<file path="config.mk">
export PLATFORM = sky130hd
export DESIGN_NAME = rr_mux8_arbiter
export DESIGN_NICKNAME = d
export VERILOG_FILES = /design/src/rtl/rr_mux8_pkg.sv /design/src/rtl/rr_mux8_w.sv /design/src/rtl/rr_mux8_arbiter.sv
export SDC_FILE = /design/constraint.sdc
export NUM_CORES = 1
export LEC_CHECK = 0
export ABC_AREA = 1
export CORE_ASPECT_RATIO = 0.9
export CORE_UTILIZATION = 39
export DETAILED_ROUTE_END_ITERATION = 7
export GPL_TIMING_DRIVEN = 0
export PLACE_DENSITY = 0.66
export SLEW_MARGIN = 20
export SYNTH_ARGS = -nofsm -noshare
export SYNTH_HDL_FRONTEND = slang
export SYNTH_SLANG_ARGS = --single-unit
export TNS_END_PERCENT = 50
</file>
<file path="constraint.sdc">
create_clock -name clk -period 2.4 [get_ports clk]
set_clock_uncertainty 0.05 [all_clocks]
set_input_delay 0.36 -clock clk [delete_from_list [all_inputs] [get_ports clk]]
set_output_delay 0.36 -clock clk [all_outputs]
set_load 0.02 [all_outputs]
</file>
<file path="src/rtl/rr_mux8_pkg.sv">
// Shared constants and state encoding for the 8-way round-robin mux arbiter.
package rr_mux8_pkg;

  localparam int NUM_REQ = 8;
  localparam int SEL_W   = 3;
  localparam int HOLD_W  = 4;

  typedef enum logic {
    ST_IDLE  = 1'b0,
    ST_GRANT = 1'b1
  } state_e;

endpackage

</file>
<file path="src/rtl/rr_mux8_w.sv">
// Combinational 8:1 slice mux; output forced to zero whenever no grant is active.
module mux8_w
  import rr_mux8_pkg::*;
#(
  parameter int DATA_W = 1
) (
  input  logic [NUM_REQ*DATA_W-1:0] din,
  input  logic [SEL_W-1:0]          sel,
  input  logic                      valid,
  output logic [DATA_W-1:0]         dout
);

  // Pick the selected slice, gated by valid so an idle path reads as zero.
  always_comb begin
    dout = '0;
    if (valid) begin
      dout = din[sel*DATA_W +: DATA_W];
    end
  end

endmodule

</file>
<file path="src/rtl/rr_mux8_arbiter.sv">
// Round-robin arbiter for 8 requesters sharing one select datapath.
// Each grant lasts at most MAX_HOLD cycles; the releasing requester drops to
// lowest priority so a steady requester cannot starve the others.
//
// state    | meaning
// ---------+-----------------------------------------------
// ST_IDLE  | no grant; first request from ptr wins next edge
// ST_GRANT | gnt[sel] active; hold_cnt counts burst cycles
module rr_mux8_arbiter
  import rr_mux8_pkg::*;
#(
  parameter int DATA_W   = 1,
  parameter int MAX_HOLD = 4
) (
  input  logic                      clk,
  input  logic                      rst,
  input  logic [NUM_REQ-1:0]        req,
  input  logic [NUM_REQ*DATA_W-1:0] din,
  output logic [NUM_REQ-1:0]        gnt,
  output logic [SEL_W-1:0]          sel,
  output logic                      valid,
  output logic [DATA_W-1:0]         dout
);

  localparam logic [HOLD_W-1:0] HOLD_LAST = HOLD_W'(MAX_HOLD - 1);

  state_e              state_q, state_d;
  logic [NUM_REQ-1:0]  gnt_q, gnt_d;
  logic [SEL_W-1:0]    sel_q, sel_d;
  logic [SEL_W-1:0]    ptr_q, ptr_d;
  logic [HOLD_W-1:0]   hold_q, hold_d;

  logic [SEL_W-1:0]    search_base;
  logic [SEL_W:0]      pick;
  logic                pick_found;
  logic [SEL_W-1:0]    pick_idx;
  logic                release_now;

  // Returns {found, index} of the first set request at or above start, wrapping 7->0.
  // The loop runs downward so the candidate closest to start is written last and wins.
  function automatic logic [SEL_W:0] rr_pick(input logic [NUM_REQ-1:0] r,
                                             input logic [SEL_W-1:0]   start);
    logic [SEL_W-1:0] idx;
    logic [SEL_W:0]   result;
    result = '0;
    for (int k = NUM_REQ - 1; k >= 0; k--) begin
      idx = start + SEL_W'(k);
      if (r[idx]) begin
        result = {1'b1, idx};
      end
    end
    return result;
  endfunction

  // In a burst the search starts just past the current owner, which is also
  // where ptr lands on release, so the owner is considered last.
  always_comb begin
    search_base = (state_q == ST_GRANT) ? sel_q + 3'd1 : ptr_q;
    pick        = rr_pick(req, search_base);
    pick_found  = pick[SEL_W];
    pick_idx    = pick[SEL_W-1:0];
    release_now = (state_q == ST_GRANT) && (!req[sel_q] || (hold_q == HOLD_LAST));
  end

  // Next-state logic: start, extend, hand over or end a grant.
  always_comb begin
    state_d = state_q;
    gnt_d   = gnt_q;
    sel_d   = sel_q;
    ptr_d   = ptr_q;
    hold_d  = hold_q;
    case (state_q)
      ST_IDLE: begin
        if (pick_found) begin
          state_d = ST_GRANT;
          sel_d   = pick_idx;
          gnt_d   = NUM_REQ'(1) << pick_idx;
          hold_d  = '0;
        end
      end
      ST_GRANT: begin
        if (release_now) begin
          ptr_d  = sel_q + 3'd1;
          hold_d = '0;
          if (pick_found) begin
            sel_d = pick_idx;
            gnt_d = NUM_REQ'(1) << pick_idx;
          end else begin
            state_d = ST_IDLE;
            gnt_d   = '0;
          end
        end else begin
          hold_d = hold_q + 4'd1;
        end
      end
      default: begin
        state_d = ST_IDLE;
        gnt_d   = '0;
      end
    endcase
  end

  // Single register bank for FSM state, pointer, burst counter and outputs.
  always_ff @(posedge clk or posedge rst) begin
    if (rst) begin
      state_q <= ST_IDLE;
      gnt_q   <= '0;
      sel_q   <= '0;
      ptr_q   <= '0;
      hold_q  <= '0;
    end else begin
      state_q <= state_d;
      gnt_q   <= gnt_d;
      sel_q   <= sel_d;
      ptr_q   <= ptr_d;
      hold_q  <= hold_d;
    end
  end

  assign gnt   = gnt_q;
  assign sel   = sel_q;
  assign valid = |gnt_q;

  mux8_w #(.DATA_W(DATA_W)) u_mux (
    .din   (din),
    .sel   (sel_q),
    .valid (valid),
    .dout  (dout)
  );

endmodule
</file>
-- Word-level counts from Yosys, hierarchy flattened
Index checks and enable logic that the tools add are counted.
- bits in registers: 19
- word-level logic and storage cells: 76
- $add $sub $neg: 9
- $lt $le $gt $ge: 9
- equal/unequal tests: 3
- shift-type cells: 2
- muxes and demuxes: 41
- bitwise operators: 1
- reduce and logical (&&, ||, !) cells: 6
- operators with widths (kind ; count):
    2-to-1 mux 4 bit ; 10
    < comparator 3 x 4 -> 1 bit, second input constant ; 9
    binary-select mux 1 bit (select 3 bit) ; 9
    2-to-1 mux 8 bit ; 3
    case mux 8 bit (2 select lines) ; 1
    adder 3 bit, second input constant ; 4
    2-to-1 mux 1 bit ; 12
    2-to-1 mux 3 bit ; 3
    case mux 4 bit (2 select lines) ; 1
    OR reduction 8 bit ; 1
    indexed part select 8 x 4 -> 1 bit ; 1
    << shifter 1 x 3 -> 8 bit, first input constant ; 1
    adder 3 x 1 -> 3 bit, second input constant ; 2
    adder 3 x 2 -> 3 bit, second input constant ; 2
    case mux 3 bit (2 select lines) ; 1
    adder 4 x 1 -> 4 bit, second input constant ; 1
    equality test 4 x 2 -> 1 bit, second input constant ; 1
    AND reduction 2 bit ; 2
    inequality test 2 x 1 -> 1 bit, second input constant ; 1
    inequality test 2 bit, second input constant ; 1
    case mux 1 bit (2 select lines) ; 1
    logical AND 1 bit ; 1
    zero test 1 bit ; 1
    logical OR 1 bit ; 1
    inverter 1 bit ; 1

-- Logic depth before layout (Yosys ltp)
Gate-level depths: netlist of the first run.
- depth after elaboration: 17
- mapped depth: 24

-- Modules after synthesis
A second synthesis of the first run with hierarchy kept.
- cell total of the unflattened synthesis: 323
- area total of the unflattened synthesis: 2011.9 um^2
- modules (own cells, without submodules) (module ; instances ; cells an instance ; area each (um^2) ; sequential area each (um^2)):
    rr_mux8_arbiter ; 1 ; 296 ; 1904.3 ; 475.5
    mux8_w ; 1 ; 27 ; 107.6 ; 0.0

-- Worst setup path before layout of the first run
OpenSTA, ideal clock, no wires.
- kind: register to register
- start point: register sel_q[0], in the netlist sel[0]
- end point: register sel_q[0], in the netlist sel[0]
- library setup time: 0.125 ns
- arrival time: 2.519 ns
- data required time: 2.225 ns
- slack: -0.294 ns
- stages on the path, launching flop included: 18
- buffers on the path: 1
- cells stage by stage: dfrtp_1 > ha_1 > nand2_1 > nand2_2 > buf_6 > ha_1 > inv_1 > nand3_1 > nand2_1 > nand2_1 > nand2_2 > nor2_4 > nand4_4 > nor2_4 > nand2_2 > nand2_4 > nor2_2 > o21bai_1
- cells in the longest elaborated chain, start to end: 16
- ends and longest elaborated chain (element ; RTL line ; text):
    from (decl) ; rr_mux8_arbiter.sv:29 ; logic [SEL_W-1:0] sel_q, sel_d;
    from (signal assigned) ; rr_mux8_arbiter.sv:114 ; sel_q <= sel_d;
    adder 3 x 1 -> 3 bit ; rr_mux8_arbiter.sv:58 ; search_base = (state_q == ST_GRANT) ? sel_q + 3'd1 : ptr_q;
    2-to-1 mux 3 bit ; rr_mux8_arbiter.sv:58 ;
    adder 3 bit ; rr_mux8_arbiter.sv:47 ; idx = start + SEL_W'(k);
    binary-select mux 1 bit (select 3 bit) ; rr_mux8_arbiter.sv:48 ; if (r[idx]) begin
    2-to-1 mux 1 bit (implied by the code) ; rr_mux8_arbiter.sv:48 ;
    2-to-1 mux 4 bit (8 in a row) ; rr_mux8_arbiter.sv:48 ;
    2-to-1 mux 3 bit ; rr_mux8_arbiter.sv:74, rr_mux8_arbiter.sv:85 ;
    2-to-1 mux 3 bit ; rr_mux8_arbiter.sv:82 ; if (release_now) begin
    case mux 3 bit (2 select lines) ; rr_mux8_arbiter.sv:72 ; case (state_q)
Parallel ways exist; a longest one is shown, timed or not. The select of a mux whose other input is x is not followed.
A chain may end at the register's enable or synchronous reset.

-- Worst setup path in the final report of the first run
- start point: register sel_q[0], in the netlist sel[0]
- end point: register gnt_q[7], in the netlist gnt[7]
- cells in the longest elaborated chain, start to end: 17
- ends and longest elaborated chain (element ; RTL line ; text):
    adder 3 x 1 -> 3 bit ; rr_mux8_arbiter.sv:58 ;
    2-to-1 mux 3 bit ; rr_mux8_arbiter.sv:58 ;
    adder 3 bit ; rr_mux8_arbiter.sv:47 ;
    binary-select mux 1 bit (select 3 bit) ; rr_mux8_arbiter.sv:48 ;
    2-to-1 mux 1 bit (implied by the code) ; rr_mux8_arbiter.sv:48 ;
    2-to-1 mux 4 bit (8 in a row) ; rr_mux8_arbiter.sv:48 ;
    << shifter 1 x 3 -> 8 bit ; rr_mux8_arbiter.sv:77, rr_mux8_arbiter.sv:87 ;
    2-to-1 mux 8 bit ; rr_mux8_arbiter.sv:85 ; if (pick_found) begin
    2-to-1 mux 8 bit ; rr_mux8_arbiter.sv:82 ;
    case mux 8 bit (2 select lines) ; rr_mux8_arbiter.sv:72 ;
    to (signal assigned) ; rr_mux8_arbiter.sv:113 ; gnt_q <= gnt_d;
    to (decl) ; rr_mux8_arbiter.sv:28 ; logic [NUM_REQ-1:0] gnt_q, gnt_d;
Parallel ways exist; a longest one is shown, timed or not. The select of a mux whose other input is x is not followed.

==> impl_metrics.toml, run 1 <==
[clock_tree]
cts_made_buffers = 3
cts_buffer_depth = 2
clkSinkCount = 19
cts_tree = "yes"
clk_latency_ns = 0.26
clk_pin_slew_ns = 0.07
cts-htree-levels = 1
cts_root_buf = "clkbuf_8"

[cells_and_area]
diodes = 0
syn2layout_area_growth_pct = 44.8
fillers = 463
drive_above_1_share_pct = 31.6
seq_area_um2 = 478
final_util_pct = 58.9
layout.nets = 399
multi_input_area_mm2 = 0.00152

[synth]
netlist_area_mm2 = 0.00196
async_flop_share_pct = 100
yosysMostFrequentCell = "nand2_1"
synthCells = 317
avgSynthCellArea_um2 = 6.20
synth_top_area_share_pct = 24.2
synthesis.nets = 339
yosysWarnings = 0
synthDistinctLibCells = 31
yosysSeqAreaShare_pct = 24.2
synth_ff_type = "dfrtp_1"
synth_seq_cells = 19
synthTopCellsByArea = "dfrtp_1 (24%), nand2_1 (24%), nand3_1 (12%), inv_1 (6.5%), nand2_2 (4.8%)"
ys_top_cells_by_count = "nand2_1 (123), nand3_1 (46), inv_1 (34)"
yosysTopAreaCell = "dfrtp_1"
synth_edf_count = 0

[global_routing]
grt_util_all_layers_pct = 23.7
grt_pass1_vias = 2182
grt_max_degree = 20
grt.overflow.total = 0
antenna_found_initial = 0
grt_pass1_wl_um = 10100

[detailed_routing]
dr_wl_met3_um = 414
wl_per_cell_um = 13.9
vias = 2280
wl_met2_um = 2910
detail-route-antenna-nets = 0
detail_route.wirelength_um = 6120
drt_iter0_markers = 144
drt-pass1-iter-count = 4
wl_met1_um = 2750
drcViolationCount = 0
maxUsedRoutingLayer = "met4"
vias_per_cell = 5.17

[placed_design]
io_buffer_count = 30
gp_congestion = 0.897
dpl.hpwl_um = 4330

[worst_setup_path]
end_kind = "register"
arrival_ns = 2.76
cp.required_ns = 2.50
cp-start-kind = "register"
crit_fanout = 7
path_class = "reg2reg"

[sta]
setup_slack_ns = -0.260
timing.final.crit_period_ns = 2.66
drv_slew = 0
fin_crit_sh_pct = 111
worst_pin_slew_ns = 0.710
setup_viol = 16
slew_headroom_pct = 52.6
timing.fmax_ghz = 0.376
hold_violations = 0
grt_setup_unrepaired = "true"

[floorplanning]
ios = 31
core_mm2 = 0.00483
start_util_pct = 40.6
die-area_mm2 = 0.00533
die_height_um = 69.3
die_width_um = 76.8
rows = 24

[flow_run]
maxCapViolCount = 0

[outcome]
status = "finished, violations left"
violations = "setup timing"

[min_path]
hold_class = "in2async"
worst max-delay path, stage by stage, from the launching register on:
cell and delay, ns:
dfrtp_2 0.48, ha_4 0.27, nand2_2 0.05, nand2_2 0.06, buf_6 0.13, ha_4 0.28
inv_4 0.04, nand3_2 0.05, nand2_2 0.07, nand2_2 0.09, nand2_4 0.07, nor2_4 0.14
nand4_4 0.12, nor2_4 0.19, nand2_2 0.10, nand2_4 0.12, nor2_4 0.06, nand3b_1 0.10
nand2_1 0.06
flip-flops by register name (all words and copies together) (netlist names):
name and cells:
state_q 1, hold_q 4, sel 3, gnt 8
ptr_q 3
cells by family after synthesis:
kind of cell,synth area share [%]
AOI/OAI and AO/OA,11.0
xor gates and xnor gates,0.892
adders and majority gates,2.55
buffers and inverters,10.8
DFF,24.2
and+or+nand+nor,50.6
final timing paths:
kind                                          from  cells past startpoint            endpoint  slack [ns]
max in group asynchronous                      rst                      2  sel[0]$_DFFE_PP0P_        1.34
worst max-delay path            sel[0]$_DFFE_PP0P_                     18  gnt[7]$_DFFE_PP0P_       -0.26
worst min register to register  gnt[3]$_DFFE_PP0P_                      2  gnt[3]$_DFFE_PP0P_        0.46
min in group clk                gnt[3]$_DFFE_PP0P_                      2  gnt[3]$_DFFE_PP0P_        0.46
worst min-delay path                           rst                      2  gnt[3]$_DFFE_PP0P_        0.46
worst max register to register  sel[0]$_DFFE_PP0P_                     18  gnt[7]$_DFFE_PP0P_       -0.26
repair_timing:
action,4_1_cts,5_1_grt
gates resized for setup,31,28
setup buffers,16,9
pin swaps,6,24
hold buffers,0,0
endpoints found under the setup margin,16,16
layer usage:
| layer | vias to the layer above | GRT usage (%) |
|---|---|---|
| met5 | - | 0 |
| met4 | 0 | 4.27 |
| met3 | 6 | 5.13 |
| met2 | 64 | 37.7 |
| met1 | 1062 | 33.2 |
| li1 | 1148 | - |
per-stage QoR:
stage	hold slack, ns	setup WS (ns)	setup TNS, ns	cell area [um^2]	instances
after floorplan	0.261	-0.0691	-0.137	2040	317
after global placement	0.452	-0.305	-2.53	2420	412
after detailed placement	0.452	-0.331	-2.87	2420	412
after CTS	0.469	-0.197	-1.69	2680	432
after global routing	0.492	-0.409	-4.81	2850	441
final	0.456	-0.260	-2.72	2850	441
final cells by class:
type                            instances  area share (%)
Buffer                                  7            2.90
Clock buffer                            3            1.45
Clock inverter                          1           0.176
Inverter                               36            5.01
Multi-Input combinational cell        255            53.4
Sequential cell                        19            16.8
Tap cell                               65            2.86
Timing Repair Buffer                   55            17.4
cell usage in the layout (no fill, tap or decap), drive strengths merged:
cell type and count:
clkinv 1, inv 36, ha 4, xnor2 1, nand4 2, a21oi 14, nand3 48, nor2 11
dfrtp 19, buf 31, nor3 1, o21bai 1, o21ai 19, nand2 144, dlygate4sd2 1, a32o 1
nand3b 1, o22ai 3, nor4 2, xor2 1, clkbuf 4, clkdlybuf4s50 29, o211ai 1, a31oi 1
Power of run 1 is left out: the tool's default activity adds up to more than one toggle a clock period on the data nets, which glitch-free logic cannot reach.
==> run 2: changes to the inputs <==
- RECOVER_POWER: unset -> 100
==> impl_metrics.toml, run 2 (synthesis results as in run 1) <==
[outcome]
status = "finished, violations left"
violations = "setup timing"

[floorplanning]
rows = 24
die-area_mm2 = 0.00533
die_width_um = 76.8
core_mm2 = 0.00483
ios = 31
start_util_pct = 40.6
die_height_um = 69.3

[worst_setup_path]
crit_fanout = 7
path_class = "reg2reg"
critPathBufInv = 2
cpLargestDelayFamily = "simple AND/OR/NAND/NOR gates"
cp.required_ns = 2.50
end_kind = "register"
cp_slowest_stage_delay_ns = 0.48
cp_slowest_cell = "dfrtp_2"
crit_chain = "ha_4 > nand2_2 > nand2_2 > buf_6 > ha_4 > inv_4 > nand3_2 > nand2_2 > nand2_2 > nand2_4 > nor2_4 > nand4_4 > nor2_4 > nand2_2 > nand2_4 > nor2_4 > nand3b_1 > nand2_1"
crit_top_cell = "nand2_2"
rrSetupSlack_ns = -0.26
arrival_ns = 2.76
cp-start-kind = "register"

[min_path]
hold_class = "reg2reg"

[cells_and_area]
instances_no_fill = 441
syn2layout_area_growth_pct = 44.8
final_common_cell = "nand2_1"
drive_above_1_share_pct = 31.6
mostFrequentLayoutCells = "nand2_1 (102), nand3_1 (31), nand2_2 (30)"
multi_input_area_mm2 = 0.00152
seq_area_um2 = 478
largest_reg_flops = 8
final_util_pct = 58.9
fillers = 463
diodes = 0
layout.nets = 399

[detailed_routing]
vias_per_cell = 5.21
wl_per_cell_um = 13.9
drt-pass1-iter-count = 4
detail_route.wirelength_um = 6120
vias = 2296
drt_iter0_markers = 113
drcViolationCount = 0
detail-route-antenna-nets = 0

[sta]
setup_slack_ns = -0.255
fin_crit_sh_pct = 111
grt_setup_unrepaired = "true"
hold_violations = 0
setup_viol = 16
timing.fmax_ghz = 0.377
timing.final.crit_period_ns = 2.66
slew_headroom_pct = 52.7
hold_slack_ns = 0.452
drv_slew = 0
worst_pin_slew_ns = 0.709

[clock_tree]
cts-htree-levels = 1
clkSinkCount = 19
cts_made_buffers = 3
cts_buffer_depth = 2
cts_root_buf = "clkbuf_8"
cts_tree = "yes"
clk_latency_ns = 0.26
cts_hold_buf = 0
clk_pin_slew_ns = 0.07

[placed_design]
dp.cells = 412
gp_congestion = 0.897
dpl.hpwl_um = 4330
dp_slack_ns = -0.331
io_buffer_count = 30

[global_routing]
grt.overflow.total = 0
grt_pass1_vias = 2182
grt_max_degree = 20
antenna_found_initial = 0
grt_pass1_wl_um = 10100
grt_util_all_layers_pct = 23.7

[flow_run]
maxCapViolCount = 0
## run 2: changes by cell type in the layout (fill, tap and decap cells not counted), sizes merged
cell / before / now
dlygate4sd3: 0 / 10
clkdlybuf4s50: 29 / 19
## run 2: per-layer routing
layer  vias up  track usage (%)  share of wire (%)
met3         6             5.13                7.3
met1      1065             33.2                 44
met5         -                0                  0
li1       1149                -                  -
met4         0             4.27               0.82
met2        76             37.7                 47
## run 2: final cells by class
| class | instances | share of cell area [%] |
|---|---|---|
| inverter | 36 | 5.01 |
| clock inverter | 1 | 0.176 |
| clock buffer | 3 | 1.45 |
| tap | 65 | 2.86 |
| sequential | 19 | 16.8 |
| timing repair buffer | 55 | 17.4 |
| multi-input combinational | 255 | 53.4 |
| buffer | 7 | 2.90 |
## run 2: worst paths after layout
kind	cells past startpoint	startpoint	endpoint
max in group asynchronous	2	rst	sel[0]$_DFFE_PP0P_
worst min-delay path	2	gnt[7]$_DFFE_PP0P_	gnt[7]$_DFFE_PP0P_
worst max register to register	18	sel[0]$_DFFE_PP0P_	gnt[7]$_DFFE_PP0P_
worst min register to register	2	gnt[7]$_DFFE_PP0P_	gnt[7]$_DFFE_PP0P_
min in group asynchronous	2	rst	gnt[3]$_DFFE_PP0P_
worst max-delay path	18	sel[0]$_DFFE_PP0P_	gnt[7]$_DFFE_PP0P_
## run 2: per-stage QoR
stage	instance area [um^2]	TNS (ns)
2_1_floorplan	2040	-0.137
3_3_place_gp	2420	-2.53
3_5_place_dp	2420	-2.87
4_1_cts	2680	-1.69
5_1_grt	2850	-4.81
6_report	2850	-2.70
## run 2: repair_timing
| item | in CTS | in global routing |
|---|---|---|
| setup buffers | 16 | 9 |
| pin swaps | 6 | 24 |
| endpoints found under the setup margin | 16 | 16 |
| gates cloned | 0 | 0 |
| gates resized for setup | 31 | 28 |
## run 2: worst reg2reg max path, stage by stage, from the launching register on
cell	delay (ns)
dfrtp_2	0.48
ha_4	0.27
nand2_2	0.06
nand2_2	0.06
buf_6	0.13
ha_4	0.28
inv_4	0.04
nand3_2	0.05
nand2_2	0.07
nand2_2	0.09
nand2_4	0.07
nor2_4	0.14
nand4_4	0.12
nor2_4	0.19
nand2_2	0.10
nand2_4	0.12
nor2_4	0.06
nand3b_1	0.10
nand2_1	0.07
Power of run 2 is left out for the same reason.
